### config.mk
export PLATFORM = sky130hd
export DESIGN_NAME = freq_display_driver
export DESIGN_NICKNAME = d
export VERILOG_FILES = /design/src/rtl/seg7_pkg.sv /design/src/rtl/seg7_encoder.sv /design/src/rtl/freq_display_driver.sv
export SDC_FILE = /design/constraint.sdc
export NUM_CORES = 1
export LEC_CHECK = 0
export BUFFER_PORTS_ARGS = -buffer_cell sky130_fd_sc_hd__buf_2
export CORE_ASPECT_RATIO = 0.7
export CORE_MARGIN = 2
export CORE_UTILIZATION = 25
export DETAILED_ROUTE_END_ITERATION = 8
export SYNTH_ARGS = -nofsm -noshare
export SYNTH_HDL_FRONTEND = slang
export SYNTH_SLANG_ARGS = --single-unit
### constraint.sdc
create_clock -name MAX10_CLK1_50 -period 3.8 [get_ports MAX10_CLK1_50]
set_clock_uncertainty 0.2 [all_clocks]
set_input_delay 0.57 -clock MAX10_CLK1_50 [delete_from_list [all_inputs] [get_ports MAX10_CLK1_50]]
set_output_delay 0.57 -clock MAX10_CLK1_50 [all_outputs]
set_load 0.02 [all_outputs]
### src/rtl/seg7_pkg.sv
// Shared constants for the frequency display path: 7-segment patterns
// (active-low, bit order {g,f,e,d,c,b,a}) and the display FSM state encoding.
package seg7_pkg;

  // All segments off.
  localparam logic [6:0] SEG_BLANK = 7'b1111111;
  // Only segment g lit; shown on every digit when the value is over-range.
  localparam logic [6:0] SEG_DASH  = 7'b0111111;

  // Decimal digit patterns, indexed by the BCD value.
  localparam logic [6:0] SEG_DIGIT [0:9] = '{
    7'b1000000,  // 0
    7'b1111001,  // 1
    7'b0100100,  // 2
    7'b0110000,  // 3
    7'b0011001,  // 4
    7'b0010010,  // 5
    7'b0000010,  // 6
    7'b1111000,  // 7
    7'b0000000,  // 8
    7'b0010000   // 9
  };

  // Display FSM states.
  localparam logic [1:0] ST_IDLE   = 2'd0;
  localparam logic [1:0] ST_SHIFT  = 2'd1;
  localparam logic [1:0] ST_UPDATE = 2'd2;

endpackage

### src/rtl/seg7_encoder.sv
// Combinational BCD digit to active-low 7-segment pattern.
// i_blank forces all segments off; a nibble above 9 also shows blank.
import seg7_pkg::*;

module seg7_encoder (
  input  logic [3:0] i_bcd,
  input  logic       i_blank,
  output logic [6:0] o_seg
);

  // Table lookup for valid digits, blank for everything else.
  always_comb begin
    o_seg = SEG_BLANK;
    if (!i_blank && (i_bcd <= 4'd9)) begin
      o_seg = SEG_DIGIT[i_bcd];
    end
  end

endmodule

### src/rtl/freq_display_driver.sv
// Display stage for the frequency detector. A captured binary value is
// converted to three BCD digits with an iterative shift-add-3 (double
// dabble), then the HEX2/HEX1/HEX0 patterns are registered in one step so
// the displays never show intermediate conversion results. One pending
// entry absorbs strobes that arrive while a conversion is in flight; a
// newer strobe overwrites it, and a strobe seen in IDLE beats it.
import seg7_pkg::*;

module freq_display_driver #(
  parameter int          IN_W          = 10,
  parameter int unsigned MAX_VAL       = 999,
  parameter bit          BLANK_LEADING = 1'b1
) (
  input  logic            MAX10_CLK1_50,
  input  logic            reset,
  input  logic [IN_W-1:0] value_in,
  input  logic            value_valid,
  output logic [6:0]      HEX0,
  output logic [6:0]      HEX1,
  output logic [6:0]      HEX2,
  output logic            busy,
  output logic            overflow
);

  // Handshake: value_valid is a one-cycle strobe with no ready; value_in is
  // sampled on every edge where value_valid is high, and the block never
  // back-pressures (busy is informational only).

  localparam int SH_W  = 12 + IN_W;
  localparam int CNT_W = $clog2(IN_W + 1);

  logic [1:0]      r_state;
  logic [SH_W-1:0] r_sh;
  logic [IN_W-1:0] r_bin;
  logic [CNT_W-1:0] r_cnt;
  logic            r_pend_valid;
  logic [IN_W-1:0] r_pend_val;
  logic [6:0]      r_hex0;
  logic [6:0]      r_hex1;
  logic [6:0]      r_hex2;
  logic            r_ovf;

  logic [SH_W-1:0] w_adj;
  logic [11:0]     w_bcd;
  logic            w_over;
  logic            w_blank2;
  logic            w_blank1;
  logic [6:0]      w_seg0;
  logic [6:0]      w_seg1;
  logic [6:0]      w_seg2;

  // Add 3 to every BCD nibble that is 5 or more before the next shift.
  always_comb begin
    w_adj = r_sh;
    for (int i = 0; i < 3; i++) begin
      if (r_sh[IN_W + 4*i +: 4] >= 4'd5) begin
        w_adj[IN_W + 4*i +: 4] = r_sh[IN_W + 4*i +: 4] + 4'd3;
      end
    end
  end

  assign w_bcd    = r_sh[SH_W-1:IN_W];
  assign w_over   = (32'(r_bin) > MAX_VAL);
  assign w_blank2 = BLANK_LEADING && (w_bcd[11:8] == 4'd0);
  assign w_blank1 = BLANK_LEADING && (w_bcd[11:8] == 4'd0) && (w_bcd[7:4] == 4'd0);

  seg7_encoder u_enc0 (.i_bcd(w_bcd[3:0]),  .i_blank(1'b0),     .o_seg(w_seg0));
  seg7_encoder u_enc1 (.i_bcd(w_bcd[7:4]),  .i_blank(w_blank1), .o_seg(w_seg1));
  seg7_encoder u_enc2 (.i_bcd(w_bcd[11:8]), .i_blank(w_blank2), .o_seg(w_seg2));

  // FSM, double-dabble shift register and pending buffer.
  always_ff @(posedge MAX10_CLK1_50 or negedge reset) begin
    if (!reset) begin
      r_state      <= ST_IDLE;
      r_sh         <= '0;
      r_bin        <= '0;
      r_cnt        <= '0;
      r_pend_valid <= 1'b0;
      r_pend_val   <= '0;
    end else begin
      case (r_state)
        ST_IDLE: begin
          if (value_valid) begin
            // A fresh strobe wins over whatever was pending.
            r_sh         <= SH_W'(value_in);
            r_bin        <= value_in;
            r_cnt        <= '0;
            r_pend_valid <= 1'b0;
            r_state      <= ST_SHIFT;
          end else if (r_pend_valid) begin
            r_sh         <= SH_W'(r_pend_val);
            r_bin        <= r_pend_val;
            r_cnt        <= '0;
            r_pend_valid <= 1'b0;
            r_state      <= ST_SHIFT;
          end
        end
        ST_SHIFT: begin
          r_sh  <= {w_adj[SH_W-2:0], 1'b0};
          r_cnt <= r_cnt + 1'b1;
          if (r_cnt == CNT_W'(IN_W - 1)) begin
            r_state <= ST_UPDATE;
          end
        end
        ST_UPDATE: begin
          r_state <= ST_IDLE;
        end
        default: begin
          r_state <= ST_IDLE;
        end
      endcase
      // Strobes during a conversion park in the single pending slot.
      if (value_valid && (r_state != ST_IDLE)) begin
        r_pend_val   <= value_in;
        r_pend_valid <= 1'b1;
      end
    end
  end

  // Display registers: load only in UPDATE so the HEX outputs hold otherwise.
  always_ff @(posedge MAX10_CLK1_50 or negedge reset) begin
    if (!reset) begin
      r_hex0 <= SEG_BLANK;
      r_hex1 <= SEG_BLANK;
      r_hex2 <= SEG_BLANK;
      r_ovf  <= 1'b0;
    end else if (r_state == ST_UPDATE) begin
      r_ovf <= w_over;
      if (w_over) begin
        r_hex0 <= SEG_DASH;
        r_hex1 <= SEG_DASH;
        r_hex2 <= SEG_DASH;
      end else begin
        r_hex0 <= w_seg0;
        r_hex1 <= w_seg1;
        r_hex2 <= w_seg2;
      end
    end
  end

  assign HEX0     = r_hex0;
  assign HEX1     = r_hex1;
  assign HEX2     = r_hex2;
  assign overflow = r_ovf;
  assign busy     = (r_state != ST_IDLE);

endmodule

; ---- Word-level counts from Yosys, hierarchy flattened
; Memory sizes are Yosys's and may differ from the RTL's.
; Cells that the tools add are included.
[totals]
romBits = 336
input_bits = 13
reg_bits = 71
out_inout_bits = 23
n_memories = 3
elab_cells = 80
[op_classes]
n_reduce_logical = 16
add_sub_neg = 4
magnitude_cmp = 10
muxes = 29
n_eq_ne = 5
n_bitwise = 3
[mem_list]
columns = name, words, word_bits, read_ports, rd_clocked_by_memory_dff, wr, line
row1 = (no name shown), 16, 7, 1, 0, 0, seg7_encoder.sv:15  ; o_seg = SEG_DIGIT[i_bcd];
row2 = (no name shown), 16, 7, 1, 0, 0, seg7_encoder.sv:15
row3 = (no name shown), 16, 7, 1, 0, 0, seg7_encoder.sv:15
[ops]
columns = op, count
row1 = $mux 7, 12
row2 = $mux 22, 2
row3 = $pmux 22 s2, 1
row4 = $mux 10, 2
row5 = $mux 4, 4
row6 = $ge 5x5->1 const B, 3
row7 = $not 4->5, 3
row8 = $ge 4x3->1 const B, 3
row9 = $le 4x4->1 const B, 3
row10 = $gt 10x10->1 const B, 1
row11 = $add 4x2->4 const B, 2
row12 = $logic_not 4->1, 2
row13 = $pmux 4 s2, 1
row14 = $reduce_bool 2->1, 4
row15 = $mux 2, 3
row16 = $reduce_and 2->1, 3
row17 = $add 4x1->4 const B, 1
row18 = $eq 4x4->1 const B, 1
row19 = $logic_and 1x1->1, 4
row20 = $pmux 2 s2, 1
row21 = $add 3x2->3 const B, 1
row22 = $mux 3, 1
row23 = $ne 3x3->1 const B, 1
row24 = $eq 2x1->1 const B, 1
row25 = other kinds (5), 7

; ---- Longest topological paths before layout
[depth]
depth_word = 6
ltp_mapped = 6
depth_no_buf = 6

; ---- Cells and area by module
; Synthesis repeated with hierarchy kept, for this count alone.
[unflattened]
hier_cells = 373
area_unflattened_um2 = 3703.6
[by_module_without_submodules]
columns = module, n_inst, seq_area_each_um2, area_per_inst_um2, cells_each
row1 = freq_display_driver, 1, 1727.9, 3072.9, 286
row2 = seg7_encoder, 3, 0.0, 210.2, 29

; ---- Worst setup path before layout
; OpenSTA, ideal clock, no wires.
[synth_timing]
path_kind = reg-to-reg
start = reg r_sh[14]
end = reg r_sh[16]
required_time_ns = 3.517
setup_time_ns = 0.083
path_buffers = 0
period_less_slack_ns = 1.785
slack_ns = 2.015
stages_incl_launch_ff = 7
arrival_time_ns = 1.503
cell_sequence = dfrtp_1 > inv_1 > ha_1 > nand2b_1 > a21oi_1 > mux2_2 > o21ai_0
[synth_via]
elab_chain_cells = 3
word_cells_on_any_way = 4
cone_classes = add/sub: 1 / order compare: 1 / mux: 2
[synth_rtl]
columns = item, line
row1 = start: declaration, freq_display_driver.sv:33  ; logic [SH_W-1:0] r_sh;
row2 = start signal: assignment, freq_display_driver.sv:85  ; r_sh <= SH_W'(value_in);
row3 = start signal: assignment, freq_display_driver.sv:91  ; r_sh <= SH_W'(r_pend_val);
row4 = start signal: assignment, freq_display_driver.sv:99  ; r_sh <= {w_adj[SH_W-2:0], 1'b0};
row5 = $add 4x2->4 / $ge 4x3->1 (equally long branches), "freq_display_driver.sv:57, freq_display_driver.sv:56"
row6 = $mux 4 (*), freq_display_driver.sv:56  ; if (r_sh[IN_W + 4*i +: 4] >= 4'd5) begin
row7 = $pmux 22 s2 (*), freq_display_driver.sv:81  ; case (r_state)
; Every way passes the cells marked *; elsewhere a longest branch is shown, timed or not.
; A chain may end at the register's enable or synchronous reset.

; ---- Worst setup path after layout
[layout_timing]
start = reg r_state[0]
end = reg r_sh[4]
[layout_via]
elab_chain_cells = 3
word_cells_on_any_way = 6
cone_classes = eq/ne: 2 / mux: 1 / reduce/logical: 3
[layout_rtl]
columns = item, line
row1 = start: declaration, freq_display_driver.sv:32  ; logic [1:0] r_state;
row2 = start signal: assignment, freq_display_driver.sv:74  ; r_state <= ST_IDLE;
row3 = start signal: assignment, freq_display_driver.sv:89  ; r_state <= ST_SHIFT;
row4 = start signal: assignment, freq_display_driver.sv:95  ; r_state <= ST_SHIFT;
row5 = $logic_not 2->1 / $eq 2x1->1 (equally long branches), freq_display_driver.sv:81
row6 = $ne 3x3->1 (no source line) / $reduce_bool 2->1 (equally long branches), -
row7 = $reduce_and 2->1 (no source line), -
; Parallel ways exist; a longest one is shown, timed or not.

==> results.cfg <==
[placement]
gp_congestion = 0.786
dp_hpwl_um = 5070
io_buffers = 35
placed_cells = 518

[critical_path]
cp_max_fo = 13
cp.required_ps = 3800
arrival_ps = 2220
crit_path_end = r_sh[4]
reg2reg_slack_ps = 1580
crit_path_start = r_state[0]
worstReg2RegStart = r_state[0]
rr_endpoint = r_sh[4]
cp-end-kind = register
crit_type = reg2reg
start_kind = register
reg2regPathDepth = 4

[global_route]
grt_pass1_wl_um = 12300
grt.overflow.total = 0
use_met1_pct = 15.2
met3_usage_pct = 3.50
grt_max_degree = 69
antenna_found_initial = 0
grt_pass1_vias = 2458
use_met2_pct = 16.1
grt_usage_pct = 10.9
gr-max-usage-layer = met2

[final_layout]
multi_input_area_mm2 = 0.00153
finalNonFillerCells = 534
nFillCells = 1382
seqCellArea_mm2 = 0.00173
fin_nets = 374
synthToLayoutAreaGrowth_pct = 19.6
n_antenna_cell = 0
drive_above_1_share_pct = 26.6

[logic_synthesis]
synth_warnings = 0
syn_avg_cell_area_um2 = 10.9
ys_ff_latch = 68
synthTopCellsByArea = dfrtp_1 (35%), dfstp_2 (16%), ha_1 (6.3%)
postSynth.asyncResetShare_pct = 100
syn-num-nets = 340
syn_area_mm2 = 0.00337
synth_edf_count = 0
post-synth-top-area-cell = dfrtp_1
syn_inst = 310
yosysTopAreaCellShare_pct = 34.9
synth_ff_type = dfrtp_1
ys_seq_area_share_pct = 51.2
synth_cell_types = 39

[pwr]
p_leak_nw = 1.82
power_frac_seq_pct = 38.6
power_frac_comb_pct = 38.3
p_sw_share_pct = 37.3
clock_power_share_pct = 23.1
netSwitchingPower_mw = 1.31
internal_power_mw = 2.21
ir_drop_v = 0.000275
power_density_mw_per_mm2 = 874

[clocking]
cts_setup_buffers = 0
cts.sinks = 68
clk_pin_slew_ps = 50
cts_tree = yes
clock_latency_ps = 330
cts_resized = 0
cts_made_buffers = 9
cts_hold_buf = 0
cts_root_buf = clkbuf_16
clock_path_buffers = 2
htree_levels = 3

[timing]
setup_viol_count_final = 0
worst_pin_slew_ps = 883
clock.fmax_mhz = 451
hold_violations = 0
holdWs_ps = 244
rsz0062_at_grt = false
period_needed_ps = 2220
period_share_pct = 58.4
slew_headroom_pct = 41.0
fin_setup_tns_ps = 0
slew_viol_final = 0

[flow_run]
cap_violations = 0

[detailed_routing]
wl_per_cell_um = 13.6
routed_via_density = 4.49
drt_iter0_drc = 164
wl_um = 7280
antenna_left = 0
drc = 0
num_vias = 2398
first_pass_iters = 4

[outcome]
outcome = finished, final reports clean

[die]
die_width_um = 143
die_y_um = 101
core_area_mm2 = 0.0132
die-area_mm2 = 0.0144
ios = 36
start_util_pct = 25.6
std_cell_rows = 35

[min_path]
holdCritPathClass = in2async
==> power by group through the flow <==
stage / logic, mW / clock network [mW] / registers (mW)
global route: 1.53 / 0.863 / 1.41
detailed placement: 1.35 / 0 / 1.36
CTS: 1.36 / 0.836 / 1.36
global placement: 1.32 / 0 / 1.36
floorplan: 0.989 / 0 / 1.37
finish: 1.35 / 0.814 / 1.36
==> worst max-delay path: stages (launching register included) <==
cell and delay [ps]:
dfrtp_1 440, nor2b_1 740, buf_4 300, nor2_2 100
a221o_1 320
==> state kept, by name, summed over array words and instances, names as in the netlist, 2 cells and up <==
register,cells
r_bin,7
HEX2,7
r_pend_val,10
r_state,2
HEX1,7
HEX0,7
r_cnt,4
r_sh,22
==> per-stage QoR <==
step	cell area, µm²	setup WS, ps	total power, mW	utilization [%]
floorplan	3370	2010	2.36	-
global placement	3730	1650	2.68	28.3
detailed placement	3730	1570	2.72	28.3
CTS	4030	1540	3.56	30.6
global route	4030	1390	3.80	30.6
finish	4030	1580	3.52	30.6
==> cell usage after synthesis, drive strengths merged (3+ instances only) <==
cell type  instances
dfrtp             47
nor2              31
dfstp             21
a21oi             19
nand2             19
ha                17
o22a              17
o21ai             16
mux2              12
mux2i             12
inv               11
buf               10
a221o              9
nand3              8
a21o               7
nor2b              7
clkbuf             6
nand2b             6
nor3b              5
o21bai             4
a22o               3
a32o               3
nor3               3
o31ai              3
xnor2              3
==> layer usage <==
layer | vias up | routed length [µm]
met2 | 39 | 3210
met4 | 0 | 83
met5 | - | 0
met3 | 10 | 266
met1 | 1166 | 3710
li1 | 1183 | -
==> cell usage in the layout, fill, tap and decap left out, drive strengths merged, types with 6 or more instances in the layout <==
cell type,instances
mux2,12
inv,11
nor2b,7
buf,39
mux2i,12
o21ai,16
a21o,7
nand3,8
clkbuf,12
dfstp,21
a21oi,19
ha,17
nand2b,6
nand2,19
dfrtp,47
a221o,9
o22a,17
nor2,31
==> worst min path at each step <==
| stage | start | end | slack [ps] | cells past startpoint |
|---|---|---|---|---|
| after floorplan | reset | overflow | 70 | 0 |
| after global placement | r_bin[4] | r_bin[4] | 260 | 1 |
| after detailed placement | r_bin[4] | r_bin[4] | 260 | 1 |
| after CTS | reset | r_pend_val[9] | 280 | 2 |
| after global routing | value_in[2] | r_pend_val[2] | 290 | 2 |
| final | reset | r_pend_val[9] | 240 | 2 |
==> cell families (layout without fill, tap and decap cells) <==
kind of cell               count (synthesis)  in the layout  synth area share, %
xor gates and xnor gates                   5              5                 1.30
and+or+nand+nor                           82             82                 11.6
buffers and inverters                     27             66                 3.45
adders and majority gates                 17             17                 6.31
AOI/OAI and AO/OA                         87             87                 18.6
muxes                                     24             24                 7.57
DFF                                       68             68                 51.2
==> final cells by class <==
| type | instances | share of cell area, % |
|---|---|---|
| clock buffers | 12 | 6.89 |
| clock inverters | 4 | 0.497 |
| repair buffers | 39 | 5.09 |
| well taps | 185 | 5.74 |
| flip-flops and latches | 68 | 42.9 |
| multi-input cells | 215 | 37.9 |
| inverters | 11 | 1.02 |
No activity file was read; power rests on OpenSTA's default activity.
